File: src/rtl/uart_rx_fifo.sv
`default_nettype none
// ============================================================================
// Module      : uart_rx_fifo
// Description : Receive-side byte buffer for the Uart8 receiver. Captures
//               {rxErr, rxOut} on each rising edge of rxDone into a
//               first-word-fall-through FIFO, drained through valid/ready.
//               Bytes arriving while full are dropped and recorded by a
//               sticky overflow flag and a saturating 8-bit drop counter.
// Ports       : clk, reset (async, active-low)
//               rxDone/rxOut/rxErr  - byte strobe, data and framing error
//               flush               - sync clear of contents (flags kept)
//               outValid/outData/outErr/outReady - FWFT consumer side
//               count/full          - registered occupancy
//               overflow/dropCount/ovfClear - loss tracking and its clear
// Revision    : 1.0 - initial release
// ============================================================================
module uart_rx_fifo #(
  parameter  int DEPTH  = 16,
  localparam int ADDR_W = $clog2(DEPTH)
) (
  input  logic              clk,
  input  logic              reset,
  input  logic              rxDone,
  input  logic [7:0]        rxOut,
  input  logic              rxErr,
  input  logic              flush,
  output logic              outValid,
  output logic [7:0]        outData,
  output logic              outErr,
  input  logic              outReady,
  output logic [ADDR_W:0]   count,
  output logic              full,
  output logic              overflow,
  output logic [7:0]        dropCount,
  input  logic              ovfClear
);

  localparam logic [ADDR_W:0] FULL_COUNT = (ADDR_W+1)'(DEPTH);

  logic [8:0]        mem [DEPTH];
  logic [ADDR_W-1:0] wr_ptr;
  logic [ADDR_W-1:0] rd_ptr;
  logic [ADDR_W:0]   count_q;
  logic [ADDR_W:0]   count_next;
  logic              full_q;
  logic              overflow_q;
  logic [7:0]        drop_count_q;
  logic              rx_done_q;

  logic              push_evt;
  logic              pop;
  logic              push_ok;
  logic              drop;

  // Edge register resets high so a strobe already asserted when reset is
  // released is not mistaken for a new byte.
  assign push_evt = rxDone & ~rx_done_q;

  // Valid comes from registered occupancy only, so outReady never reaches
  // outValid/outData combinationally.
  assign outValid = (count_q != '0);
  assign pop      = outValid & outReady & ~flush;

  // A pop in the same cycle frees a slot, so a full FIFO still accepts.
  assign push_ok  = push_evt & (~full_q | pop) & ~flush;
  assign drop     = push_evt & full_q & ~pop & ~flush;

  always_comb begin
    count_next = count_q;
    if (flush) begin
      count_next = '0;
    end else if (push_ok && !pop) begin
      count_next = count_q + (ADDR_W+1)'(1);
    end else if (pop && !push_ok) begin
      count_next = count_q - (ADDR_W+1)'(1);
    end
  end

  always_ff @(posedge clk or negedge reset) begin
    if (!reset) begin
      rx_done_q <= 1'b1;
      wr_ptr    <= '0;
      rd_ptr    <= '0;
      count_q   <= '0;
      full_q    <= 1'b0;
    end else begin
      rx_done_q <= rxDone;
      count_q   <= count_next;
      full_q    <= (count_next == FULL_COUNT);
      if (flush) begin
        wr_ptr <= '0;
        rd_ptr <= '0;
      end else begin
        if (push_ok) wr_ptr <= wr_ptr + ADDR_W'(1);
        if (pop)     rd_ptr <= rd_ptr + ADDR_W'(1);
      end
    end
  end

  // Storage carries no reset; the read side is masked while empty.
  always_ff @(posedge clk) begin
    if (push_ok) mem[wr_ptr] <= {rxErr, rxOut};
  end

  // A drop coinciding with ovfClear wins: the counter restarts at one.
  always_ff @(posedge clk or negedge reset) begin
    if (!reset) begin
      overflow_q   <= 1'b0;
      drop_count_q <= 8'h00;
    end else if (drop) begin
      overflow_q <= 1'b1;
      if (ovfClear)                  drop_count_q <= 8'd1;
      else if (drop_count_q != 8'hFF) drop_count_q <= drop_count_q + 8'd1;
    end else if (ovfClear) begin
      overflow_q   <= 1'b0;
      drop_count_q <= 8'h00;
    end
  end

  assign outData   = outValid ? mem[rd_ptr][7:0] : 8'h00;
  assign outErr    = outValid ? mem[rd_ptr][8]   : 1'b0;
  assign count     = count_q;
  assign full      = full_q;
  assign overflow  = overflow_q;
  assign dropCount = drop_count_q;

endmodule
`default_nettype wire

File: config.mk
export PLATFORM = sky130hd
export DESIGN_NAME = uart_rx_fifo
export DESIGN_NICKNAME = d
export VERILOG_FILES = /design/src/rtl/uart_rx_fifo.sv
export SDC_FILE = /design/constraint.sdc
export NUM_CORES = 1
export LEC_CHECK = 0
export ABC_CLOCK_PERIOD_IN_PS = 3800
export BUFFER_PORTS_ARGS = -buffer_cell sky130_fd_sc_hd__buf_2
export CORE_MARGIN = 4
export CORE_UTILIZATION = 35
export DETAILED_ROUTE_END_ITERATION = 8
export GPL_TIMING_DRIVEN = 0
export PLACE_DENSITY_LB_ADDON = 0.25
export SYNTH_ARGS = -nofsm -noshare
export SYNTH_HDL_FRONTEND = slang
export SYNTH_SLANG_ARGS = --single-unit
File: constraint.sdc
create_clock -name clk -period 3.8 [get_ports clk]
set_clock_uncertainty 0.1 [all_clocks]
set_input_delay 0.38 -clock clk [delete_from_list [all_inputs] [get_ports clk]]
set_output_delay 0.38 -clock clk [all_outputs]
set_load 0.005 [all_outputs]
==> impl_metrics.toml, run 1 <==
[power]
p_int_w = 0.00366
peakVddDrop_mv = 0.355
sw_frac_of_total_pct = 28.0
p_leak_nw = 2.74
combPwrFrac_pct = 23.4
p_seq_share_pct = 41.5
netSwitchingPower_w = 0.00142
total_power_w = 0.00508
clkPwrFrac_pct = 35.1
power.density_nw_per_um2 = 618

[placed_design]
postPlaceCellArea_um2 = 7570
portBuffers = 36
dpl.hpwl_um = 9890
gp_congestion = 0.769

[cts]
cts_max_level = 4
root_buffer = "clkbuf_16"
path_clk_slew_ns = 0.06
cts_tree = "done"
clock_sinks = 168
insertion_delay_ns = 0.42
clockBufferDepth = 2
postCtsSetupRepairBufs = 0
cts_buffers = 17

[sta]
slew_violations = 0
grt_setup_unrepaired = "false"
min_period_over_period_pct = 92.7
fmax_mhz = 284
relSlewSlack_pct = 13.4
setup_viol = 0
fin_crit_ns = 3.52
hold_viol = 0
worstMarginPinSlew_ns = 1.29
setup_tns_ns = 0

[yosys]
synth_top_area_share_pct = 61.8
ys_ff_latch = 168
syn_avg_cell_area_um2 = 18.3
yosysWarnings = 0
ys_types = 47
yosysTopAreaCell = "edfxtp_1"
syn_nets = 407
synth_area_leaders = "edfxtp_1 (62%), mux4_2 (14%), dfrtp_1 (8.2%), nor2_1 (1.8%), ha_1 (1.6%)"
synth_cells = 383
synth.cell_area_um2 = 7000
yosysSeqAreaShare_pct = 70.4

[finish]
syn2layout_area_growth_pct = 17.4
fin_nets = 468
diodes = 0
final_layout_size_suffix_gt1_share_pct = 29.3
fillers = 1764
post-route-util_pct = 41.9
fin_area_um2 = 8210

[worst_setup_path]
cp_slowest_cell = "clkbuf_1"
cp.required_ns = 3.32
r2r_slack_ns = 0.34
crit_path_frequent_cell = "mux4_2"
startpoint = "rd_ptr[1]"
crit_end = "outData[0]"
cp-end-kind = "output port"
r2r-end = "mem[4][2]"
r2r-start = "count[0]"
reg2reg_depth = 8
worst-path-max-fanout = 10
worstPathArrival_ns = 3.04
critical_path_class = "reg2out"
critical_path.cell_chain = "clkbuf_1 > clkbuf_2 > mux4_2 > mux4_2 > and2_1 > buf_2"
start_kind = "flip-flop"
cp_slowest_stage_delay_ns = 0.57

[die]
die_w_um = 149
dieArea_um2 = 22300
die_y_um = 149
floorplan.rows = 51
coreArea_um2 = 19600
io_pins = 40
initial_core_util_pct = 35.7

[run_status]
status = "finished, final reports clean"

[global_route]
grt_pass1_vias = 3872
grt_pass1_wl_um = 23600
track_usage_pct = 14.7
grt_start_max_net_pins = 25
antenna_found_initial = 0
overflow = 0

[detailed_routing]
drtIter0Drc = 249
detail_route.wl_per_cell_um = 21.2
drtPass1Iterations = 4
drc = 0
finalWirelength_um = 15300
avgViaCountPerCell = 5.06
via_count = 3656
antenna_left = 0

[min_path]
min_path_type = "in2reg"

[run]
drv_cap = 0
placed cells by master (no fill, tap or decap), types with 3 or more instances in the layout:
cell	instances
nor2_1	33
clkbuf_16	17
bufinv_16	3
a211oi_1	4
clkinv_4	4
nand3_1	9
nand2b_1	5
edfxtp_1	144
buf_1	5
xnor2_1	3
nand2_1	15
mux2i_1	4
nor2b_1	4
buf_2	39
xor2_1	7
dfrtp_1	23
nand4_1	4
buf_6	4
nor3_2	4
ha_1	9
mux4_2	45
clkbuf_1	9
inv_1	8
and2_1	10
clkinvlp_4	3
timing repair:
action | in CTS | in global routing
endpoints found under the hold margin | 24 | 0
setup endpoints to repair | 5 | 0
hold buffers | 2 | 0
gates resized for setup | 2 | 0
cell usage after synthesis, drive strengths merged:
cell / instances
edfxtp: 144
mux4: 45
nor2: 33
dfrtp: 23
nand2: 15
clkbuf: 11
and2: 10
ha: 9
inv: 9
nand3: 9
buf: 8
xor2: 7
nor3: 6
a211oi: 5
nand2b: 5
mux2i: 4
nand4: 4
nor2b: 4
a2111oi: 3
nor4b: 3
o21ai: 3
xnor2: 3
a21oi: 2
o211ai: 2
a21o: 1
a311oi: 1
a31oi: 1
a41oi: 1
and3: 1
and4: 1
dfstp: 1
mux2: 1
nor3b: 1
nor4: 1
o21bai: 1
o221ai: 1
o31ai: 1
o32a: 1
or2: 1
or3: 1
sequential cells by signal, indices dropped and copies added (netlist names):
| name | cells |
|---|---|
| mem | 144 |
| dropCount | 8 |
| count | 5 |
| rd_ptr | 4 |
| wr_ptr | 4 |
| full | 1 |
| overflow | 1 |
| rx_done_q | 1 |
through the flow:
step                cells  hold WS (ns)  setup WS (ns)
detailed placement    688         0.313          0.327
CTS                   722         0.213          0.222
finish                722         0.221          0.279
global placement      684         0.311         -0.170
global route          722         0.230          0.114
floorplan             383       -0.0156           1.00
metal layers:
metal / wire length [µm] / GRT usage, % / vias up
met2: 7260 / 23.5 / 104
li1: - / - / 1648
met3: 735 / 3.71 / 12
met1: 7090 / 20.2 / 1892
met4: 187 / 3.57 / 0
met5: 0 / 0 / -
logic make-up (layout without fill, tap and decap cells):
kind of cell	Yosys count	in the layout	share of synthesized area (%)
flip-flops	168	168	70.4
AND/OR/NAND/NOR	95	95	6.98
multiplexers	50	50	15.2
buffers and inverters	28	102	1.59
AO/OA/AOI/OAI	23	23	2.93
XOR/XNOR	10	10	1.25
adder cells (fa/ha/maj)	9	9	1.61
how the worst min path moves through the flow:
stage	endpoint	cells after the start	start	slack, ns
finish	dropCount[7]	2	ovfClear	0.22
global route	mem[0][3]	1	rxOut[3]	0.23
CTS	dropCount[7]	2	ovfClear	0.21
detailed placement	full	1	reset	0.31
global placement	count[4]	1	reset	0.31
floorplan	count[0]	0	reset	-0.02
critical path: cells and delay by family (launching register included):
| family | cells | cell delay [ns] |
|---|---|---|
| buffers and inverters | 3 | 1.15 |
| flip-flops | 1 | 0.37 |
| multiplexers | 2 | 0.90 |
| AND/OR/NAND/NOR | 1 | 0.19 |
power groups by stage:
stage                     sequential (W)  combinational [W]  clock (W)
after detailed placement         0.00215            0.00121          0
after CTS                        0.00211            0.00121    0.00182
after floorplan                  0.00214           0.000811          0
final                            0.00211            0.00119    0.00178
after global placement           0.00215            0.00120          0
after global routing             0.00212            0.00132    0.00191
final cells by class:
class	instances	area, µm²	share of cell area (%)
Multi-Input combinational cell	187	1980	24.1
Buffer	19	77.6	0.945
Inverter	9	36.3	0.442
Clock inverter	15	191	2.33
Tap cell	265	332	4.04
Clock buffer	17	425	5.18
Timing Repair Buffer	42	245	2.99
Sequential cell	168	4930	60.0
Note: power is estimated with default switching activity, not from simulation.
==> inputs of run 2 (changes only) <==
CORE_ASPECT_RATIO = 0.75   (was default)
CTS_BUF_LIST = sky130_fd_sc_hd__clkbuf_4 sky130_fd_sc_hd__clkbuf_8   (was default)
==> run 2 against run 1 <==
Compared with the run above:
- register-to-register slack gained 0.13 ns
- critical path type unchanged
- flip-flop and latch count is the same
- final area shrank 1.9%
- hold slack lost 0.0069 ns
- clock power shrank 16%
- final cell count shrank 1.7%
==> impl_metrics.toml, run 2 (synthesis results as in run 1) <==
[detailed_routing]
drc = 0
avgViaCountPerCell = 5.11
via_count = 3627
antenna_left = 0
detail_route.wl_per_cell_um = 20.8
finalWirelength_um = 14800
drtIter0Drc = 220
drtPass1Iterations = 4

[cts]
clock_sinks = 168
clockBufferDepth = 2
root_buffer = "clkbuf_8"
insertion_delay_ns = 0.45
path_clk_slew_ns = 0.09
cts_buffers = 17
cts_max_level = 4
cts_tree = "done"
postCtsSetupRepairBufs = 0

[sta]
worst_slack_ns = 0.248
min_period_over_period_pct = 93.5
relSlewSlack_pct = 25.2
grt_setup_unrepaired = "false"
slew_violations = 0
setup_viol = 0
setup_tns_ns = 0
fmax_mhz = 282
fin_crit_ns = 3.55
hold_viol = 0
worstMarginPinSlew_ns = 1.12

[finish]
layout_commonest_cell = "edfxtp_1"
top_register = "mem"
final_cell_mix = "edfxtp_1 (144), mux4_2 (45), buf_2 (39)"
diodes = 0
syn2layout_area_growth_pct = 15.1
fin_nets = 468
largest_reg_flops = 144
final_layout_size_suffix_gt1_share_pct = 29.5
fillers = 1789
ff_latch_area_um2 = 4930
multi_input_area_um2 = 1980
fin_area_um2 = 8050

[die]
floorplan.rows = 44
io_pins = 40
coreArea_um2 = 19500
dieArea_um2 = 22300
initial_core_util_pct = 35.9
die_w_um = 171
die_y_um = 130

[worst_setup_path]
critical_path_class = "reg2out"
cp.required_ns = 3.32
cp-end-kind = "output port"
worst-path-max-fanout = 10
start_kind = "flip-flop"
worstPathArrival_ns = 3.07

[power]
p_leak_nw = 2.69
total_power_w = 0.00481
power.density_nw_per_um2 = 597
peakVddDrop_mv = 0.283

[placed_design]
pre_cts_ws_ns = 0.446
dpl.hpwl_um = 9630
postPlaceCellArea_um2 = 7560
portBuffers = 36
gp_congestion = 0.765

[global_route]
grt_start_max_net_pins = 25
grt_pass1_wl_um = 23100
grt_pass1_vias = 3706
antenna_found_initial = 0
track_usage_pct = 14.4
overflow = 0

[min_path]
min_path_type = "in2reg"

[run]
drv_cap = 0

[run_status]
status = "finished, final reports clean"
==> run 2: final timing paths <==
check,endpoint,cells after the start,slack (ns),start
worst min-delay path,mem[12][5],1,0.21,rxOut[5]
worst max register to register,mem[5][4],8,0.47,count[0]
worst max-delay path,outData[6],5,0.25,rd_ptr[0]
worst min register to register,overflow,1,0.40,overflow
max in group asynchronous,rd_ptr[2],2,2.88,reset
min in group asynchronous,dropCount[4],2,0.34,reset
==> run 2: stage by stage <==
| step | instances | util (%) | hold slack (ns) |
|---|---|---|---|
| after global placement | 672 | 38.4 | 0.297 |
| after global routing | 710 | 41.3 | 0.180 |
| after CTS | 710 | 41.3 | 0.171 |
| final | 710 | 41.3 | 0.214 |
| after floorplan | 383 | - | -0.0156 |
| after detailed placement | 676 | 38.8 | 0.306 |
==> run 2: layer usage <==
| layer | vias to the layer above | global-route usage, % | wire [µm] |
|---|---|---|---|
| met5 | - | 0 | 0 |
| li1 | 1634 | - | - |
| met4 | 0 | 3.91 | 88 |
| met2 | 88 | 21.9 | 6940 |
| met3 | 8 | 3.91 | 878 |
| met1 | 1897 | 20.6 | 6850 |
==> run 2: worst max-delay path: stages, from the launching register on <==
cell,delay [ns]
dfrtp_1,0.38
clkbuf_1,0.78
mux4_2,0.66
mux4_2,0.48
and2_1,0.19
buf_2,0.13
==> run 2: layout make-up <==
| class | count | area share [%] |
|---|---|---|
| Inverter | 9 | 0.451 |
| Clock buffer | 17 | 2.91 |
| Sequential cell | 168 | 61.2 |
| Tap cell | 253 | 3.93 |
| Clock inverter | 15 | 2.97 |
| Timing Repair Buffer | 42 | 3.05 |
| Multi-Input combinational cell | 187 | 24.6 |
| Buffer | 19 | 0.963 |
==> run 2: repair_timing <==
item                                   4_1_cts  5_1_grt
hold buffers                                 2        0
endpoints found under the hold margin       24        0
setup endpoints to repair                    8        0
gates resized for setup                      2        0
==> run 2: report_power, final <==
group	switching (W)	total [W]	internal [W]	leakage (nW)
registers	0.0000680	0.00211	0.00204	1.62
logic	0.000630	0.00120	0.000568	0.824
clock network	0.000695	0.00150	0.000803	0.240
total	0.00139	0.00481	0.00341	2.69
==> inputs of run 3 (changes only) <==
ABC_CLOCK_PERIOD_IN_PS = 4200   (was 3800)
BUFFER_PORTS_ARGS = default   (was -buffer_cell sky130_fd_sc_hd__buf_2)
DONT_BUFFER_PORTS = 1   (was default)
clock period = 4.2 ns   (was 3.8 ns; I/O delays follow)
==> run 3 against run 2 <==
Compared with the run above:
- non-clock buffer count fell by 29
- via count fell by 1.4%
- combinational power fell by 18%
- total power fell by 18%
- global-route usage fell by 0.45 points
- final cell count fell by 4.1%
- clock power fell by 31%
- die area did not move
- setup slack improved by 0.21 ns
- core utilization fell by 1.2 points
- critical path type unchanged
- largest cell class unchanged
==> impl_metrics.toml, run 3 (synthesis results as in run 1) <==
[run_status]
status = "finished, final reports clean"

[worst_setup_path]
critical_path_class = "reg2out"
startpoint = "rd_ptr[1]"
reg2reg_depth = 8
cp.required_ns = 3.68
critical_path.cell_chain = "clkbuf_1 > clkbuf_1 > mux4_2 > mux4_2 > and2_1"
start_kind = "flip-flop"
r2r_slack_ns = 0.85
cp_num_buf_inv = 2
cp-end-kind = "output port"
r2r-start = "count[0]"
r2r-end = "mem[4][3]"
cpLargestDelayFamily = "buffers and inverters"
cp_slowest_cell = "clkbuf_1"
worst-path-max-fanout = 10
worstPathArrival_ns = 3.22
cp_slowest_stage_delay_ns = 0.65

[sta]
worstMarginPinSlew_ns = 1.09
slew_violations = 0
fmax_mhz = 267
relSlewSlack_pct = 26.9
worst_slack_ns = 0.455
grt_setup_unrepaired = "false"
whs_ns = 0.255
min_period_over_period_pct = 89.2
setup_tns_ns = 0
setup_viol = 0
hold_viol = 0
fin_crit_ns = 3.74

[finish]
diodes = 0
syn2layout_area_growth_pct = 11.8
fin_nets = 439
top_register = "mem"
final_layout_size_suffix_gt1_share_pct = 22.0
final-instance-count-excl-fill = 681
final_cell_mix = "edfxtp_1 (144), mux4_2 (45), nor2_1 (33)"
largest_reg_flops = 144
layout_commonest_cell = "edfxtp_1"

[run]
drv_cap = 0

[placed_design]
portBuffers = 0
gp_congestion = 0.777
dpl.cell_count = 637
dpl.hpwl_um = 9450
pre_cts_ws_ns = 0.852

[detailed_routing]
highest_layer = "met5"
met3_length_um = 841
finalWirelength_um = 14600
antenna_left = 0
detail_route.wl_per_cell_um = 21.4
met2_length_um = 6430
avgViaCountPerCell = 5.25
routedLengthMet1_um = 7190
drc = 0
drtPass1Iterations = 4
drtIter0Drc = 299
via_count = 3578

[power]
p_seq_share_pct = 48.6
netSwitchingPower_w = 0.00123
total_power_w = 0.00395
p_int_w = 0.00272
combPwrFrac_pct = 25.0
peakVddDrop_mv = 0.166
clkPwrFrac_pct = 26.4
p_leak_nw = 2.47
power.density_nw_per_um2 = 504
sw_frac_of_total_pct = 31.1

[min_path]
hold-path-cell-count = 2
worstHoldEndpoint = "dropCount[1]"
min_path_type = "in2reg"
hold_start = "ovfClear"

[die]
die_y_um = 130
coreArea_um2 = 19500
floorplan.rows = 44
initial_core_util_pct = 35.9
dieArea_um2 = 22300
die_w_um = 171
io_pins = 40

[cts]
clockBufferDepth = 2
postCtsSetupRepairBufs = 0
insertion_delay_ns = 0.44
root_buffer = "clkbuf_8"
cts_tree = "done"
cts_resized = 0
path_clk_slew_ns = 0.09
hold_buffers = 12
cts_buffers = 17
clock_sinks = 168
cts_max_level = 4

[global_route]
track_usage_pct = 13.9
grt_pass1_vias = 3542
grt_start_max_net_pins = 25
grt_pass1_wl_um = 22600
antenna_found_initial = 1
overflow = 0
-- run 3: stage by stage --
step / utilization [%] / instance area, µm²
floorplan: - / 7000
global placement: 37.5 / 7310
detailed placement: 37.7 / 7340
CTS: 40.1 / 7820
global route: 40.1 / 7820
finish: 40.1 / 7820
-- run 3: power by group through the flow --
stage               registers [W]  logic [W]  clock network, W
floorplan                 0.00193   0.000734                 0
global placement          0.00195   0.000965                 0
detailed placement        0.00195   0.000963                 0
CTS                       0.00192    0.00100           0.00108
global route              0.00192    0.00108           0.00116
finish                    0.00192   0.000986           0.00104
-- run 3: layout make-up --
type	instances	area, µm²
Timing Repair Buffer	13	138
Clock buffer	17	234
Multi-Input combinational cell	187	1980
Tap cell	253	317
Sequential cell	168	4930
Inverter	9	36.3
Buffer	19	75.1
Clock inverter	15	119
Fill cell	1773	11700
-- run 3: how the worst max path moves through the flow --
stage / endpoint / slack [ns] / cells after the start
CTS: outData[2] / 0.43 / 5
global placement: mem[1][7] / 0.44 / 8
floorplan: mem[0][0] / 1.40 / 8
detailed placement: mem[5][0] / 0.85 / 8
global route: outData[3] / 0.32 / 5
finish: outData[2] / 0.46 / 5
-- run 3: metal layers --
metal | vias up | GRT usage, %
met5 | - | 0
met4 | 2 | 3.63
met3 | 8 | 3.37
met2 | 97 | 19.8
met1 | 1886 | 21.6
li1 | 1585 | -
